### src/rtl/regfile_wb_arbiter.sv
// regfile_wb_arbiter
// Shares the single register-file write port between the ALU writeback path
// (requester 0) and the load-return path (requester 1). A grant is decided
// combinationally each cycle, and the chosen payload is presented as a
// registered write command on the next cycle. Writes to $0 are accepted but
// never issued. Same-destination collisions are flagged, and cycles where both
// requesters compete are counted in a saturating counter.

module regfile_wb_arbiter #(
  parameter int ADDR_W = 5,
  parameter int DATA_W = 16,
  parameter int CNT_W  = 8
) (
  input  logic              clk,
  input  logic              rst_n,

  input  logic              alu_valid,
  input  logic [ADDR_W-1:0] alu_addr,
  input  logic [DATA_W-1:0] alu_data,
  output logic              alu_ready,

  input  logic              mem_valid,
  input  logic [ADDR_W-1:0] mem_addr,
  input  logic [DATA_W-1:0] mem_data,
  output logic              mem_ready,

  input  logic              prio_mode,
  input  logic              wb_stall,

  output logic              wb_sel,
  output logic              wb_we,
  output logic [ADDR_W-1:0] wb_addr,
  output logic [DATA_W-1:0] wb_data,
  output logic              wb_collide,
  output logic [CNT_W-1:0]  conflict_cnt
);

  // Requester identities; the encoding doubles as the mux select value.
  typedef enum logic {
    REQ_ALU = 1'b0,
    REQ_MEM = 1'b1
  } req_e;

  localparam logic [CNT_W-1:0] CNT_MAX = '1;

  req_e              last_grant;
  logic              grant_alu;
  logic              grant_mem;
  logic              xfer;
  logic              both_valid;
  logic              same_dst;
  logic [ADDR_W-1:0] grant_addr;
  logic [DATA_W-1:0] grant_data;

  // Grant decision: stall or reset blocks everything, a lone requester wins,
  // ties go to mem under fixed priority, otherwise to whoever did not win last.
  always_comb begin
    // NOTE: every output of this block gets a default first, so no path can
    // leave a signal unassigned and infer a latch.
    grant_alu = 1'b0;
    grant_mem = 1'b0;
    if (rst_n && !wb_stall) begin
      if (alu_valid && mem_valid) begin
        if (prio_mode || (last_grant == REQ_ALU)) begin
          grant_mem = 1'b1;
        end else begin
          grant_alu = 1'b1;
        end
      end else begin
        grant_alu = alu_valid;
        grant_mem = mem_valid;
      end
    end
  end

  assign alu_ready = grant_alu;
  assign mem_ready = grant_mem;

  // A grant is only ever given to a valid requester, so a grant is a transfer.
  assign xfer       = grant_alu | grant_mem;
  assign grant_addr = grant_mem ? mem_addr : alu_addr;
  assign grant_data = grant_mem ? mem_data : alu_data;

  // Contention and collision detection look at the raw requests, so they
  // still register while the write port is stalled.
  assign both_valid = alu_valid & mem_valid;
  assign same_dst   = (alu_addr == mem_addr) && (|alu_addr);

  // Round-robin history: remembers the winner of the most recent transfer.
  always_ff @(posedge clk or negedge rst_n) begin
    // NOTE: state is updated with non-blocking assignments so every flop
    // samples pre-edge values regardless of block evaluation order.
    if (!rst_n) begin
      last_grant <= REQ_MEM;
    end else if (xfer) begin
      last_grant <= grant_mem ? REQ_MEM : REQ_ALU;
    end
  end

  // Registered write command; payload holds between transfers, enable pulses.
  always_ff @(posedge clk or negedge rst_n) begin
    if (!rst_n) begin
      wb_we   <= 1'b0;
      wb_sel  <= 1'b0;
      wb_addr <= '0;
      wb_data <= '0;
    end else begin
      wb_we <= xfer && (|grant_addr);
      if (xfer) begin
        wb_sel  <= grant_mem;
        wb_addr <= grant_addr;
        wb_data <= grant_data;
      end
    end
  end

  // Collision flag: one-cycle pulse after both requesters target the same
  // nonzero register.
  always_ff @(posedge clk or negedge rst_n) begin
    if (!rst_n) begin
      wb_collide <= 1'b0;
    end else begin
      wb_collide <= both_valid && same_dst;
    end
  end

  // Contention counter: counts cycles with both requesters valid and sticks
  // at its maximum instead of wrapping.
  always_ff @(posedge clk or negedge rst_n) begin
    if (!rst_n) begin
      conflict_cnt <= '0;
    end else if (both_valid && (conflict_cnt != CNT_MAX)) begin
      conflict_cnt <= conflict_cnt + CNT_W'(1);
    end
  end

endmodule

### config.mk
export PLATFORM = sky130hd
export DESIGN_NAME = regfile_wb_arbiter
export DESIGN_NICKNAME = d
export VERILOG_FILES = /design/src/rtl/regfile_wb_arbiter.sv
export SDC_FILE = /design/constraint.sdc
export NUM_CORES = 1
export LEC_CHECK = 0
export CAP_MARGIN = 20
export CORE_UTILIZATION = 30
export CTS_CLUSTER_SIZE = 25
export DETAILED_ROUTE_END_ITERATION = 10
export PLACE_DENSITY = 0.66
export SLEW_MARGIN = 5
export SYNTH_ARGS = -nofsm -noshare
export SYNTH_HDL_FRONTEND = slang
export SYNTH_SLANG_ARGS = --single-unit
### constraint.sdc
create_clock -name clk -period 2 [get_ports clk]
set_clock_uncertainty 0.1 [all_clocks]
set_input_delay 0.2 -clock clk [delete_from_list [all_inputs] [get_ports clk]]
set_output_delay 0.2 -clock clk [all_outputs]
set_load 0.01 [all_outputs]
==> summary.md, run 1 <==
| Metric | Value |
|---|---|
| Outcome | `completed` |
| Mapped Nets | `240` |
| Tcrit/Tclk final | `97.3%` |
| CTS tree | `built` |
| Final Core Density | `48.8%` |
| Reg clk slew, reported paths | `0.07 ns` |
| Hold Path Class | `input pin to register` |
| Reg-to-reg endpoint | `conflict_cnt[1]$_DFFE_PN0P_` |
| Starting DRC count in detailed routing | `77` |
| Antenna violations before repair | `0` |
| Final critical-path required period | `1.95 ns` |
| CTS root buffer | `clkbuf_8` |
| Slew headroom | `71.5%` |
| Max FO, Critical Path | `3` |
| Yosys cell types | `33` |
| Drt wl/cell | `16.0 um` |
| Drt total wl | `5660 um` |
| Clock power frac | `22.5%` |
| Vias per inst | `5.31` |
| Setup CP Type | `input pin to output pin` |
| Pre-CTS WS | `0.0689 ns` |
| Most common cell in the netlist | `dfrtp_1` |
| First-pass GRT wire length | `9320 um` |
| LEAKAGE | `1.20 nW` |
| Post-DRT Antenna Nets | `0` |
| Num CTS Buffers | `5` |
| Worst Hold End | `wb_data[15]$_DFFE_PN0P_` |
| Die Span Y | `82.0 um` |
| Clock sink count | `33` |
| Row count | `28` |
| Layout cells sized above 1 | `15.1%` |
| Final Setup Violations | `0` |
| 1st-pass router iterations | `4` |
| Initial core utilization | `31.6%` |
| Max cap viols | `0` |
| Synth Flop Type | `dfrtp_1` |
| Number of diodes | `0` |
| Startpoint types | `input pin` |
| Max clock buf depth | `2` |
| Setup TNS | `0 ns` |
| Die area | `6720 um^2` |
| Hold Startpoint | `alu_data[15]` |
| Ports | `82` |
| Die W | `82.0 um` |
| Unrepaired setup endpoints after global routing | `no` |
| Seq pwr share | `41.7%` |
| Syn_area_per_cell | `10.0 um^2` |
| Area growth from synthesis to layout | `54.2%` |
| Sw Ratio | `31.6%` |
| Placer Congestion | `0.830` |
| Post-synth top area cell | `dfrtp_1` |
| Yosys Warn Count | `0` |
| Post-synth EDFFs | `0` |
| Power Density | `772 nW/um^2` |
| Crit Reg-Reg Startpoint | `conflict_cnt[0]$_DFFE_PN0P_` |
| Tot GR Track Use | `18.9%` |
| H-tree depth | `2` |
| Sequential-to-total area share from yosys stat | `43.1%` |
| Post-route cell area | `2960 um^2` |
| CP endpoint kind | `output pin` |
| PnR worst setup slack | `0.0534 ns` |
| DR DRC count | `0` |
| Synth top cells by count | `dfrtp_1, nand4_1, inv_1` |
| Clk Latency, worst-skew pair | `0.29 ns` |
| Nets | `327` |
| Asr flop ratio synth | `100%` |
| Non-filler cells, final | `353` |
| Max VDD drop | `0.429 mV` |
| CP arrival | `1.65 ns` |
| Top post-synthesis cells by area | `dfrtp_1, o311ai_2, nand4_1` |
| Synthesized flop and latch total | `33` |
| Required @ worst endpoint | `1.70 ns` |
| Hold Crit Depth | `3` |
| Fmax | `514 MHz` |
| HPWL after detailed placement | `3990 um` |
| Post-CTS Setup Inserts | `0` |
| Placed cell area | `2860 um^2` |
| Reg2Reg Setup Slack | `0.40 ns` |
| Internal power | `1.56 mW` |
| Endpoints failing hold | `0` |
| Via count | `1874` |
| IO buf count | `81` |
| Vias in the first global route | `1885` |
| Post-synthesis cell area | `1920 um^2` |
| FF-to-FF path depth | `4` |
| Cells after synthesis | `191` |
| Placed Cells | `345` |
| Total grt overflow | `0` |
| NetSw | `0.722 mW` |
| Top cell type's share of synthesized area | `41.7%` |
| Final-report max-slew violation count | `0` |
| Largest net degree at the start of global routing | `34` |
| Core area | `6060 um^2` |
| Worst-Margin Slew | `0.428 ns` |
| Comb power frac | `35.8%` |
power groups by stage:
stage / clock network [mW] / logic [mW] / registers [mW]
floorplan: 0 / 0.293 / 0.998
global placement: 0 / 0.810 / 0.957
detailed placement: 0 / 0.825 / 0.959
CTS: 0.529 / 0.828 / 0.950
global route: 0.556 / 0.898 / 0.974
finish: 0.514 / 0.818 / 0.953
state kept, by name (all words and copies together), names as in the netlist:
register and flops:
wb_addr 5, last_grant 1, wb_data 16, wb_sel 1, conflict_cnt 8, wb_we 1
wb_collide 1
per-stage QoR:
step / power (mW) / hold slack, ns
finish: 2.28 / 0.392
global route: 2.43 / 0.403
CTS: 2.31 / 0.384
detailed placement: 1.78 / 0.225
global placement: 1.77 / 0.230
floorplan: 1.29 / -0.196
repair_timing:
item	in CTS	in global routing
hold buffers	1	0
setup endpoints to repair	1	1
resized for setup	1	1
endpoints found under the hold margin	32	0
critical path: stages:
cell and delay (ns):
clkdlybuf4s50_1 0.50, nand3b_2 0.15, and3_1 0.24, clkdlybuf4s50_1 0.56
placed cells by master (no fill, tap or decap), drive strengths merged, types with 2 or more instances in the layout:
master / n
a211oi: 2
a21o: 2
a21oi: 3
and2: 2
buf: 16
clkbuf: 7
clkdlybuf4s50: 79
dfrtp: 32
inv: 23
mux2: 4
nand2: 5
nand3: 4
nand4: 26
nor2: 3
nor2b: 2
nor3: 3
o21ai: 24
o311ai: 21
or4: 2
xnor2: 5
final cells by class:
| cell class | count | area, um^2 |
|---|---|---|
| tap | 75 | 93.8 |
| multi-input combinational | 118 | 925 |
| fill | 571 | 3100 |
| timing repair buffer | 97 | 940 |
| sequential | 33 | 827 |
| inverter | 23 | 86.3 |
| clock buffer | 7 | 86.3 |
how the worst max path moves through the flow:
stage               cells after the start                     endpoint                         from  slack, ns
detailed placement                      4                    mem_ready                     wb_stall       0.07
finish                                  4                    mem_ready                    prio_mode       0.05
global placement                        4                    mem_ready                     wb_stall       0.05
global route                            4                    mem_ready                    alu_valid       0.01
CTS                                     3                    mem_ready       last_grant$_DFFE_PN1P_       0.05
floorplan                               4  conflict_cnt[1]$_DFFE_PN0P_  conflict_cnt[0]$_DFFE_PN0P_       0.49
per-layer routing:
layer  GRT usage, %  up-vias  share of wire [%]
met2           30.8       65                 49
met4           8.95        0                1.1
met3           4.44        7                6.5
met1           23.3      910                 43
met5              0        -                  0
li1               -      892                  -
kinds of logic (layout without fill, tap and decap cells):
logic type,Yosys count,count (layout),synth area share [%]
muxes,5,5,2.87
xor gates and xnor gates,6,6,2.74
and+or+nand+nor,51,51,15.7
buffers and inverters,40,127,9.26
DFF,33,33,43.1
adders and majority gates,1,1,0.652
AOI/OAI and AO/OA,55,55,25.7
Power figures use the tool's default switching activity.
==> run 2: changes to the inputs <==
--- a/config.mk
+++ b/config.mk
@@ -6,10 +6,10 @@
 export NUM_CORES = 1
 export LEC_CHECK = 0
 export CAP_MARGIN = 20
-export CORE_UTILIZATION = 30
+export CORE_UTILIZATION = 42
 export CTS_CLUSTER_SIZE = 25
 export DETAILED_ROUTE_END_ITERATION = 10
-export PLACE_DENSITY = 0.66
+export PLACE_DENSITY = 0.85
 export SLEW_MARGIN = 5
 export SYNTH_ARGS = -nofsm -noshare
 export SYNTH_HDL_FRONTEND = slang
==> run 2 against run 1 <==
Sequential share of layout area up 0.29 points. Maximum frequency rose by 1.7%. Worst setup slack improved by 0.033 ns. Total power is 5.5% higher. Clock power rose by 27%. Cell area decreased by 1.0%. Via count fell by 0.43%. Largest cell class is now multi-input gates.
==> summary.md, run 2 (synthesis results as in run 1) <==
| Metric | Value |
|---|---|
| Outcome | `completed (unchanged)` |
| Largest regs | `wb_data (16), conflict_cnt (8), wb_addr (5) (unchanged)` |
| Placed cell area | `2800 um^2 (was 2860 um^2)` |
| FILL cells | `358 (was 571)` |
| Unrepaired setup endpoints after global routing | `no (unchanged)` |
| Max clock buf depth | `2 (unchanged)` |
| Setup TNS | `0 ns (unchanged)` |
| Num CTS Buffers | `5 (unchanged)` |
| Drt wl/cell | `16.4 um (was 16.0 um)` |
| Power Density | `823 nW/um^2 (was 772 nW/um^2)` |
| Final Core Density | `66.8% (was 48.8%)` |
| Hold Path Class | `input pin to asynchronous set/reset pin (was input pin to register)` |
| Drt total wl | `5370 um (was 5660 um)` |
| Slowest cell on crit path | `clkdlybuf4s50_1 (unchanged)` |
| Tot GR Track Use | `22.6% (was 18.9%)` |
| Die area | `4840 um^2 (was 6720 um^2)` |
| Max FFs per register | `16 (unchanged)` |
| Die Span Y | `69.6 um (was 82.0 um)` |
| Most frequent cells in the layout | `clkdlybuf4s50_1, dfrtp_1, nand4_1 (unchanged)` |
| Max FO, Critical Path | `4 (was 3)` |
| Post-route cell area | `2930 um^2 (was 2960 um^2)` |
| Area growth from synthesis to layout | `52.6% (was 54.2%)` |
| CTS root buffer | `clkbuf_8 (unchanged)` |
| Placer Congestion | `0.801 (was 0.830)` |
| Final Setup Violations | `0 (unchanged)` |
| Startpoint types | `input pin (unchanged)` |
| Setup CP Type | `input pin to output pin (unchanged)` |
| HPWL after detailed placement | `3630 um (was 3990 um)` |
| CTS tree | `built (unchanged)` |
| Total grt overflow | `0 (unchanged)` |
| Worst-Margin Slew | `0.361 ns (was 0.428 ns)` |
| Endpoints failing hold | `0 (unchanged)` |
| Hold_ws | `0.371 ns (was 0.392 ns)` |
| Layout cells sized above 1 | `14.2% (was 15.1%)` |
| Ports | `82 (unchanged)` |
| Non-filler cells, final | `327 (was 353)` |
| Fmax | `522 MHz (was 514 MHz)` |
| H-tree depth | `2 (unchanged)` |
| DR DRC count | `0 (unchanged)` |
| Starting DRC count in detailed routing | `84 (was 77)` |
| Tcrit/Tclk final | `95.7% (was 97.3%)` |
| CP endpoint kind | `output pin (unchanged)` |
| Max VDD drop | `0.471 mV (was 0.429 mV)` |
| Placed Cells | `318 (was 345)` |
| Largest net degree at the start of global routing | `35 (was 34)` |
| Commonest non-fill, non-tap cell in the layout | `clkdlybuf4s50_1 (unchanged)` |
| Total power | `2.41 mW (was 2.28 mW)` |
| Initial core utilization | `43.8% (was 31.6%)` |
| Row count | `24 (was 28)` |
| Die W | `69.6 um (was 82.0 um)` |
| CP arrival | `1.61 ns (was 1.65 ns)` |
| CP max stage delay | `0.55 ns (was 0.56 ns)` |
| LEAKAGE | `1.19 nW (was 1.20 nW)` |
| CP Cell Sequence | `clkdlybuf4s50_1 -> nor2b_2 -> and3_1 -> clkdlybuf4s50_1 (was clkdlybuf4s50_1 -> nand3b_2 -> and3_1 -> clkdlybuf4s50_1)` |
| Clk Latency, worst-skew pair | `0.28 ns (was 0.29 ns)` |
| Core area | `4380 um^2 (was 6060 um^2)` |
| Via count | `1866 (was 1874)` |
| Number of diodes | `0 (unchanged)` |
| Biggest register | `wb_data (unchanged)` |
| Post-DRT Antenna Nets | `0 (unchanged)` |
| Final critical-path required period | `1.91 ns (was 1.95 ns)` |
| Final-report max-slew violation count | `0 (unchanged)` |
| Reg clk slew, reported paths | `0.07 ns (about the same)` |
| Vias in the first global route | `1843 (was 1885)` |
| PnR worst setup slack | `0.0860 ns (was 0.0534 ns)` |
| Clock sink count | `33 (unchanged)` |
| Pre-CTS WS | `0.0925 ns (was 0.0689 ns)` |
| Slew headroom | `75.9% (was 71.5%)` |
| Max cap viols | `0 (unchanged)` |
| 1st-pass router iterations | `4 (unchanged)` |
| First-pass GRT wire length | `8680 um (was 9320 um)` |
| Vias per inst | `5.71 (was 5.31)` |
| Critical Path Most Common Cell | `clkdlybuf4s50_1 (unchanged)` |
| IO buf count | `81 (unchanged)` |
| Required @ worst endpoint | `1.70 ns (about the same)` |
| Nets | `323 (was 327)` |
| Antenna violations before repair | `0 (unchanged)` |
==> run 2: repair_timing <==
| action | CTS | global route |
|---|---|---|
| buffers inserted | 0 | 0 |
| gates resized for setup | 1 | 1 |
| setup endpoints to repair | 1 | 13 |
| hold buffers | 1 | 0 |
| hold endpoints to repair | 32 | 0 |
==> run 2: worst max-delay path, delay by kind of cell <==
kind,cells,cell delay (ns)
buffers and inverters,2,0.98
and+or+nand+nor,2,0.43
==> run 2: cell type report <==
| cell class | count | area (um^2) | share of cell area, % |
|---|---|---|---|
| repair buffers | 93 | 913 | 31.2 |
| multi-input cells | 118 | 920 | 31.4 |
| clock inverters | 1 | 30.0 | 1.03 |
| well taps | 52 | 65.1 | 2.22 |
| inverters | 23 | 86.3 | 2.95 |
| clock buffers | 7 | 86.3 | 2.95 |
| flip-flops and latches | 33 | 827 | 28.2 |
==> run 2: routing by layer <==
metal,vias to the layer above,GRT usage [%],wire (um)
li1,886,-,-
met1,909,28.0,2270
met2,63,38.4,2720
met3,8,5.96,302
met4,0,7.26,78
met5,-,0,0
==> run 2: path summary, 6_finish.rpt <==
kind                                                  start                     endpoint  cells after the start  slack (ns)
worst max-delay path                               wb_stall                    mem_ready                      4        0.09
worst min-delay path                                  rst_n       wb_data[0]$_DFFE_PN0P_                      3        0.37
worst max register to register  conflict_cnt[0]$_DFFE_PN0P_  conflict_cnt[1]$_DFFE_PN0P_                      4        0.37
worst min register to register           wb_sel$_DFFE_PN0P_           wb_sel$_DFFE_PN0P_                      1        0.39
max in group asynchronous                             rst_n       last_grant$_DFFE_PN1P_                      3        1.14
min in group clk                         wb_sel$_DFFE_PN0P_           wb_sel$_DFFE_PN0P_                      1        0.39
==> run 2: power by group <==
part | switching [mW] | internal [mW] | total, mW
clock | 0.248 | 0.406 | 0.654
combinational | 0.337 | 0.476 | 0.813
sequential | 0.134 | 0.808 | 0.942
